$ cat src/rtl/led_pwm_fader.sv
// Three-channel LED PWM driver: each channel ramps linearly toward the
// brightness selected by its colour bit, one step per RAMP_DIV clocks.
module led_pwm_fader #(
  parameter int unsigned PWM_BITS = 8,
  parameter int unsigned ON_LEVEL = 255,
  parameter int unsigned RAMP_DIV = 4
) (
  input  logic       clk,
  input  logic       rst,
  input  logic       enable,
  input  logic [2:0] colour,
  output logic       red,
  output logic       green,
  output logic       blue,
  output logic       busy
);

  localparam int unsigned         MAX_LEVEL = (1 << PWM_BITS) - 1;
  localparam int unsigned         DIV_W     = (RAMP_DIV > 1) ? $clog2(RAMP_DIV) : 1;
  localparam logic [PWM_BITS-1:0] PWM_LAST  = PWM_BITS'(MAX_LEVEL - 1);
  localparam logic [DIV_W-1:0]    DIV_LAST  = DIV_W'(RAMP_DIV - 1);
  localparam logic [PWM_BITS-1:0] ON_LVL    = PWM_BITS'(ON_LEVEL);

  logic [2:0]          colour_q;
  logic [PWM_BITS-1:0] pwm_cnt_q, pwm_cnt_d;
  logic [DIV_W-1:0]    div_cnt_q, div_cnt_d;
  logic                tick;
  logic [PWM_BITS-1:0] level_q [3];
  logic [PWM_BITS-1:0] level_d [3];
  logic [PWM_BITS-1:0] target  [3];
  logic [2:0]          pwm_q, pwm_d;
  logic                busy_c;

  always_comb begin
    pwm_cnt_d = (pwm_cnt_q == PWM_LAST) ? '0 : pwm_cnt_q + 1'b1;
    div_cnt_d = (div_cnt_q == DIV_LAST) ? '0 : div_cnt_q + 1'b1;
    tick      = (div_cnt_q == DIV_LAST);
    busy_c    = 1'b0;
    pwm_d     = '0;
    for (int unsigned c = 0; c < 3; c++) begin
      target[c]  = colour_q[c] ? ON_LVL : '0;
      level_d[c] = level_q[c];
      pwm_d[c]   = (level_q[c] > pwm_cnt_q);
      // single-step moves toward the target cannot overshoot or wrap
      if (tick) begin
        if (level_q[c] < target[c]) begin
          level_d[c] = level_q[c] + 1'b1;
        end else if (level_q[c] > target[c]) begin
          level_d[c] = level_q[c] - 1'b1;
        end
      end
      busy_c = busy_c | (level_q[c] != target[c]);
    end
  end

  always_ff @(posedge clk or negedge rst) begin
    if (!rst) begin
      colour_q  <= '0;
      pwm_cnt_q <= '0;
      div_cnt_q <= '0;
      pwm_q     <= '0;
      for (int unsigned c = 0; c < 3; c++) begin
        level_q[c] <= '0;
      end
    end else if (enable) begin
      colour_q  <= colour;
      pwm_cnt_q <= pwm_cnt_d;
      div_cnt_q <= div_cnt_d;
      pwm_q     <= pwm_d;
      for (int unsigned c = 0; c < 3; c++) begin
        level_q[c] <= level_d[c];
      end
    end else begin
      pwm_q <= '0;
    end
  end

  assign red   = pwm_q[0];
  assign green = pwm_q[1];
  assign blue  = pwm_q[2];
  assign busy  = busy_c;

endmodule

$ cat config.mk
export PLATFORM = sky130hd
export DESIGN_NAME = led_pwm_fader
export DESIGN_NICKNAME = d
export VERILOG_FILES = /design/src/rtl/led_pwm_fader.sv
export SDC_FILE = /design/constraint.sdc
export NUM_CORES = 1
export LEC_CHECK = 0
export ABC_AREA = 0
export CAP_MARGIN = 40
export CORE_UTILIZATION = 55
export CTS_CLUSTER_DIAMETER = 120
export DETAILED_ROUTE_END_ITERATION = 10
export PLACE_DENSITY = 0.77
export SETUP_SLACK_MARGIN = 0.1
export SLEW_MARGIN = 0
export SYNTH_ARGS = -nofsm -noshare
export SYNTH_HDL_FRONTEND = slang
export SYNTH_SLANG_ARGS = --single-unit
$ cat constraint.sdc
create_clock -name clk -period 4.6 [get_ports clk]
set_clock_uncertainty 0.2 [all_clocks]
set_input_delay 0.46 -clock clk [delete_from_list [all_inputs] [get_ports clk]]
set_output_delay 0.46 -clock clk [all_outputs]
set_load 0.02 [all_outputs]
---- Yosys cells after proc, flatten, opt, wreduce, memory -nomap -nowiden ----
Cells that the tools add are included.
operators by class
  muxes and demuxes ....................... 12
  eq/ne operators ......................... 5
  reduce and logical (&&, ||, !) cells .... 6
  bitwise logic cells ..................... 2
  $add $sub $neg .......................... 8
  order comparisons ....................... 9
operator list
  operator                                           count
  two-way mux 8 bit                                  10
  greater-than comparator 8 bit                      6
  adder 8 x 1 -> 8 bit (second input constant)       4
  less-than comparator 8 bit                         3
  inequality test 8 bit                              3
  subtractor 8 x 1 -> 8 bit (second input constant)  3
  AND reduction 3 bit                                3
  == test 8 bit (second input constant)              1
  nonzero test 2 bit                                 3
  two-way mux 3 bit                                  1
  adder 2 x 1 -> 2 bit (second input constant)       1
  == test 2 bit (second input constant)              1
  two-way mux 2 bit                                  1
  bitwise OR 1 bit                                   2
word-level totals
  register bits ........................... 40

---- Depth between registers and ports, before layout ----
Gate-level depths: netlist of run 1.
  depth in word-level cells ............... 4
  depth in mapped cells ................... 13
  gate-level depth less buffers ........... 13

---- Worst setup path after synthesis of run 1 ----
No wires, ideal clock.
  path type ............................... register -> register
  from .................................... register colour_q[0]
  to ...................................... register level_q[22] (netlist name)
  stages on the path, launching flop included .. 13
  setup slack ............................. 1356 ps
  buffers on the path ..................... 0
  required time ........................... 4275 ps
  data arrival time ....................... 2919 ps
  library setup time ...................... 125 ps
  cells stage by stage .................... dfrtp_1 > inv_1 > ha_1 > and3_1 > a221o_1 > a21o_1 > fa_1 > a21o_1 > a21oi_1 > o21bai_1 > a21oi_1 > xnor2_1 > mux2_2
on the way
  cells in the longest elaborated chain, start to end .. 4
  elaborated cells between the ends (all ways) .. 6
RTL lines
  item                                                                         RTL line  text
  start, declared                                                              24        logic [2:0] colour_q;
  start signal, assigned                                                       66        colour_q <= colour;
  two-way mux 8 bit (*)                                                        41        target[c] = colour_q[c] ? ON_LVL : '0;
  less-than comparator 8 bit or greater-than comparator 8 bit (tied branches)  46, 48
  nonzero test 2 bit (no line)                                                 -
  AND reduction 3 bit (no line)                                                -
  end signal, assigned by index                                                71        level_q[c] <= level_d[c];
  end, declared                                                                28        logic [PWM_BITS-1:0] level_q [3];
Every way passes the cells marked *; elsewhere a longest branch is shown, timed or not.
A chain may end at the register's enable or synchronous reset.

---- Final worst setup path of run 1 ----
Ends and elaborated chain as after synthesis.

==> results of run 1 <==
## cells by family after synthesis
| group | synth area share (%) |
|---|---|
| and+or+nand+nor | 10.8 |
| buffers and inverters | 2.87 |
| xor gates and xnor gates | 5.92 |
| muxes | 7.21 |
| AOI/OAI and AO/OA | 16.6 |
| DFF | 29.4 |
| adders and majority gates | 27.2 |
## layout make-up
class / instances / area, um2
Clock inverter: 1 / 5.00
Inverter: 22 / 82.6
Timing Repair Buffer: 12 / 123
Tap cell: 75 / 93.8
Clock buffer: 6 / 72.6
Multi-Input combinational cell: 279 / 2300
Fill cell: 498 / 2280
Sequential cell: 40 / 1000
## layer usage
metal  global-route usage [%]  routed length [um]  vias up  share of wire (%)
met5                        0                   0        -                  0
li1                         -                   -     1293                  -
met2                     38.6                3190       24                 49
met4                     6.25                  76        0                1.2
met1                     28.8                3120     1214                 48
met3                     3.18                 127        8                2.0
## synth_stat cells (2+ instances only)
cell and instances:
o22ai_1 2, o211a_1 5, a31oi_1 2, a21oi_1 30
nor2_2 2, inv_1 22, o21ai_0 24, clkbuf_1 2
nand4_1 8, nand2b_1 4, nor4_1 3, a21o_1 16
and3_1 2, ha_1 69, o21bai_1 3, nand2_1 24
mux2i_1 2, mux2_2 20, nor2_1 9, nor2b_1 4
o21a_1 4, xor2_1 6, nor3_1 3, xnor2_1 17
nand3_1 6, fa_1 3, dfrtp_1 40
## path summary, 6_finish.rpt
path | slack, ps | endpoint | start
worst max-delay path | 1090 | level_q[22] | colour_q[0]
worst min-delay path | 310 | div_cnt_q[1] | div_cnt_q[1]
worst max register to register | 1090 | level_q[22] | colour_q[0]
worst min register to register | 310 | div_cnt_q[1] | div_cnt_q[1]
max in group asynchronous | 3320 | pwm_cnt_q[0] | rst
min in group asynchronous | 410 | level_q[6] | rst
## worst max-delay path, stage by stage, from the launching register on
cell,delay [ps]
dfrtp_1,390
inv_1,210
ha_1,280
and3_1,190
a221o_1,370
a21o_1,300
fa_1,440
a21o_1,180
a21oi_1,230
o21bai_1,90
a21oi_1,180
xnor2_1,80
mux2_2,250
## state kept, by name, summed over array words and instances (netlist names)
signal and cells:
pwm_q 3, level_q 24, colour_q 3, div_cnt_q 2
pwm_cnt_q 8
## stage by stage
stage               std cells  instance area (um2)  worst slack (ps)  hold slack [ps]
finish                    435                 3680              1090              315
global route              435                 3680               913              337
CTS                       435                 3680              1100              317
detailed placement        427                 3590              1120              192
global placement          426                 3570              1230              296
floorplan                 344                 3400              1360            -35.6
==> flow_metrics.env, run 1 <==
export IMPL_htree_num_levels=2
export IMPL_cp_required_ps=4580
export IMPL_synthToLayoutAreaGrowth_pct=8.20
export IMPL_post_cts_buffers=0
export IMPL_hold_viol=0
export IMPL_status="finished, final reports clean"
export IMPL_postCtsHoldBufs=1
export IMPL_tightestPinTransition_ps=568
export IMPL_relSlewSlack_pct=61.8
export IMPL_avgSynthCellArea_um2=9.89
export IMPL_dp_hpwl_mm=5.07
export IMPL_hp_class="reg2reg"
export IMPL_first_iter_violations=126
export IMPL_fmax_ghz=0.285
export IMPL_cts_buffers=5
export IMPL_ys_seq_area_share_pct=29.4
export IMPL_cp_end_kind="flop"
export IMPL_insertion_delay_ps=290
export IMPL_clock_path_buffers=2
export IMPL_startpoint_type="flop"
export IMPL_r2r_cells=12
export IMPL_min_path_cells=1
export IMPL_synth_seq_cells=40
export IMPL_coreArea_um2=5960
export IMPL_slew_violations=0
export IMPL_post_cts_resized=0
export IMPL_finish_utilization_pct=61.8
export IMPL_vias=2539
export IMPL_drive_gt1_share_pct=9.72
export IMPL_io_buffers=9
export IMPL_ant_nets=0
export IMPL_drc=0
export IMPL_start_util_pct=57.1
export IMPL_grt_max_degree=28
export IMPL_final_nets=438
export IMPL_tritoncts="yes"
export IMPL_synthDistinctLibCells=39
export IMPL_synth_top_area_share_pct=29.4
export IMPL_track_usage_pct=22.3
export IMPL_tns_ps=0
export IMPL_yosys_top_cells_area="dfrtp_1 (29%), ha_1 (25%), mux2_2 (6.6%)"
export IMPL_n_antenna_cell=0
export IMPL_worstSetupPathType="reg2reg"
export IMPL_rsz0062_at_grt="no"
export IMPL_cts_sinks=40
export IMPL_period_minus_slack_ps=3510
export IMPL_avgRoutedWirePerCell_um=15.0
export IMPL_ys_warn_count=0
export IMPL_grt_pass1_wl_mm=11.1
export IMPL_rows=28
export IMPL_cap_violations=0
export IMPL_synth_flop_cell="dfrtp_1"
export IMPL_synth_cell_area_um2=3400
export IMPL_place_gp_congestion=0.856
export IMPL_mostFrequentLayoutCells="ha_1 (69), dfrtp_1 (40), a21oi_1 (30)"
export IMPL_syn_instance_count=344
export IMPL_period_share_pct=76.3
export IMPL_die_h_um=80.6
export IMPL_final_common_cell="ha_1"
export IMPL_grt_pass1_vias=2425
export IMPL_synth_area_leader_cell="dfrtp_1"
export IMPL_synth_net_count=422
export IMPL_antenna_found_initial=0
export IMPL_drt_first_pass_iters=4
export IMPL_clk_pin_slew_worst_paths_ps=70
export IMPL_routed_wl_mm=6.51
export IMPL_grt_overflow=0
export IMPL_die_area_um2=6500
export IMPL_setup_viol=0
export IMPL_cp_arrival_ps=3490
export IMPL_die_width_um=80.6
export IMPL_viasPerCell=5.84
export IMPL_ctsRootBufferMaster="clkbuf_8"
export IMPL_ios=10
export IMPL_async_flop_share_pct=100
export IMPL_cp_max_fo=9
export IMPL_synth_edf_count=0
Power of run 1 is not shown: default switching activity piles up to over one toggle a cycle in this logic, so the estimate is an artifact.
==> run 2: changes to the inputs <==
==> constraint.sdc (replaced) <==
create_clock -name clk -period 3.3 [get_ports clk]
set_clock_uncertainty 0.2 [all_clocks]
set_input_delay 0.33 -clock clk [delete_from_list [all_inputs] [get_ports clk]]
set_output_delay 0.33 -clock clk [all_outputs]
set_load 0.02 [all_outputs]
==> run 2 against run 1 <==
Register-to-register slack worse by 1000 ps. Non-clock buffer count up 15. Cell area is 7.2% higher. Critical path depth stayed put. Hold slack got worse by 24 ps. Final cell count increased by 3.7%. Global-route usage rose by 1.8 points. Die area unchanged. Fmax increased by 7.7%. Via count up 3.7%. Critical path type unchanged.
==> flow_metrics.env, run 2 (synthesized netlist as in run 1, its figures left out) <==
export IMPL_hold_ws_ps=291
export IMPL_relSlewSlack_pct=61.9
export IMPL_place_gp_congestion=0.860
export IMPL_top_regs="level_q (24), pwm_cnt_q (8)"
export IMPL_die_width_um=80.6
export IMPL_first_iter_violations=62
export IMPL_final_common_cell="ha_1"
export IMPL_dp_hpwl_mm=5.30
export IMPL_track_usage_pct=24.2
export IMPL_clk_pin_slew_worst_paths_ps=80
export IMPL_largest_reg_flops=24
export IMPL_slew_violations=0
export IMPL_r2r_cells=12
export IMPL_top_register="level_q"
export IMPL_cp_required_ps=3290
export IMPL_coreArea_um2=5960
export IMPL_rsz0062_at_grt="yes"
export IMPL_r2r_end="level_q[22]"
export IMPL_grt_pass1_vias=2641
export IMPL_ios=10
export IMPL_ant_nets=0
export IMPL_grt_pass1_wl_mm=11.8
export IMPL_cp_end_kind="flop"
export IMPL_pre_cts_ws_ps=25.1
export IMPL_clock_path_buffers=2
export IMPL_seq_area_um2=1000
export IMPL_io_buffers=9
export IMPL_cp_max_fo=6
export IMPL_worstSetupPathType="reg2reg"
export IMPL_ctsRootBufferMaster="clkbuf_8"
export IMPL_r2r_start="colour_q[0]"
export IMPL_antenna_found_initial=0
export IMPL_setup_viol=0
export IMPL_cts_sinks=40
export IMPL_rows=28
export IMPL_die_area_um2=6500
export IMPL_n_antenna_cell=0
export IMPL_start_util_pct=57.1
export IMPL_tightestPinTransition_ps=566
export IMPL_cts_buffers=5
export IMPL_mostFrequentLayoutCells="ha_1 (62), dfrtp_1 (40), a21oi_1 (26)"
export IMPL_insertion_delay_ps=300
export IMPL_tritoncts="yes"
export IMPL_finalWorstSetupSlack_ps=39.8
export IMPL_cp_arrival_ps=3250
export IMPL_viasPerCell=5.84
export IMPL_hp_class="in2async"
export IMPL_instances_no_fill=451
export IMPL_cap_violations=0
export IMPL_drt_first_pass_iters=4
export IMPL_routed_wl_mm=7.25
export IMPL_placedCellCount=437
export IMPL_drc=0
export IMPL_final_nets=453
export IMPL_hold_viol=0
export IMPL_startpoint_type="flop"
export IMPL_htree_num_levels=2
export IMPL_multi_input_area_um2=2410
export IMPL_grt_overflow=0
export IMPL_status="finished, final reports clean"
export IMPL_die_h_um=80.6
export IMPL_avgRoutedWirePerCell_um=16.1
export IMPL_fmax_ghz=0.307
export IMPL_reg2reg_slack_ps=40
export IMPL_grt_max_degree=25
export IMPL_period_minus_slack_ps=3260
export IMPL_vias=2632
export IMPL_drive_gt1_share_pct=19.1
export IMPL_fillCellCount=474
export IMPL_period_share_pct=98.8
export IMPL_synthToLayoutAreaGrowth_pct=16.0
## run 2: worst max-delay path by stage
stage,start,endpoint,slack (ps),cells past startpoint
after global routing,colour_q[0],level_q[22],-90,13
final,colour_q[0],level_q[22],40,12
after global placement,colour_q[0],level_q[22],110,12
after detailed placement,colour_q[0],level_q[22],30,12
after floorplan,colour_q[0],level_q[22],120,12
after CTS,colour_q[0],level_q[22],60,12
## run 2: area by class of cell
class	instances	area share, %
flip-flops and latches	40	25.4
clock inverters	3	1.08
multi-input cells	279	61.2
clock buffers	5	1.74
well taps	75	2.38
repair buffers	27	5.96
inverters	22	2.28
## run 2: metal layers
layer	wire length [um]	part of all wire [%]	vias to the layer above	global-route usage (%)
li1	-	-	1328	-
met1	3200	44	1244	28.0
met2	3630	50	41	43.5
met3	227	3.1	19	4.09
met4	199	2.7	0	10.0
met5	0	0	-	0
## run 2: critical path, stage by stage (launching register included)
cell	delay [ps]
dfrtp_1	420
inv_4	120
ha_4	210
a21o_1	200
a221o_1	350
a21o_4	270
fa_2	380
a21o_1	210
a21oi_2	170
o21bai_1	120
a21oi_2	150
xnor2_1	90
mux2_4	270
## run 2: repair_timing
action,in CTS,in global routing
hold endpoints to repair,16,0
gates resized for setup,5,21
pin swaps,1,15
buffers inserted,0,5
endpoints found under the setup margin,5,7
hold buffers,1,0
## run 2: per-stage QoR
| step | utilization [%] | cell area [um2] | TNS [ps] |
|---|---|---|---|
| after floorplan | - | 3400 | 0 |
| after global placement | 61.2 | 3650 | 0 |
| after detailed placement | 61.6 | 3670 | 0 |
| after CTS | 64.0 | 3810 | 0 |
| after global routing | 66.2 | 3950 | -89.8 |
| final | 66.2 | 3950 | 0 |
Power of run 2 is left out for the same reason.
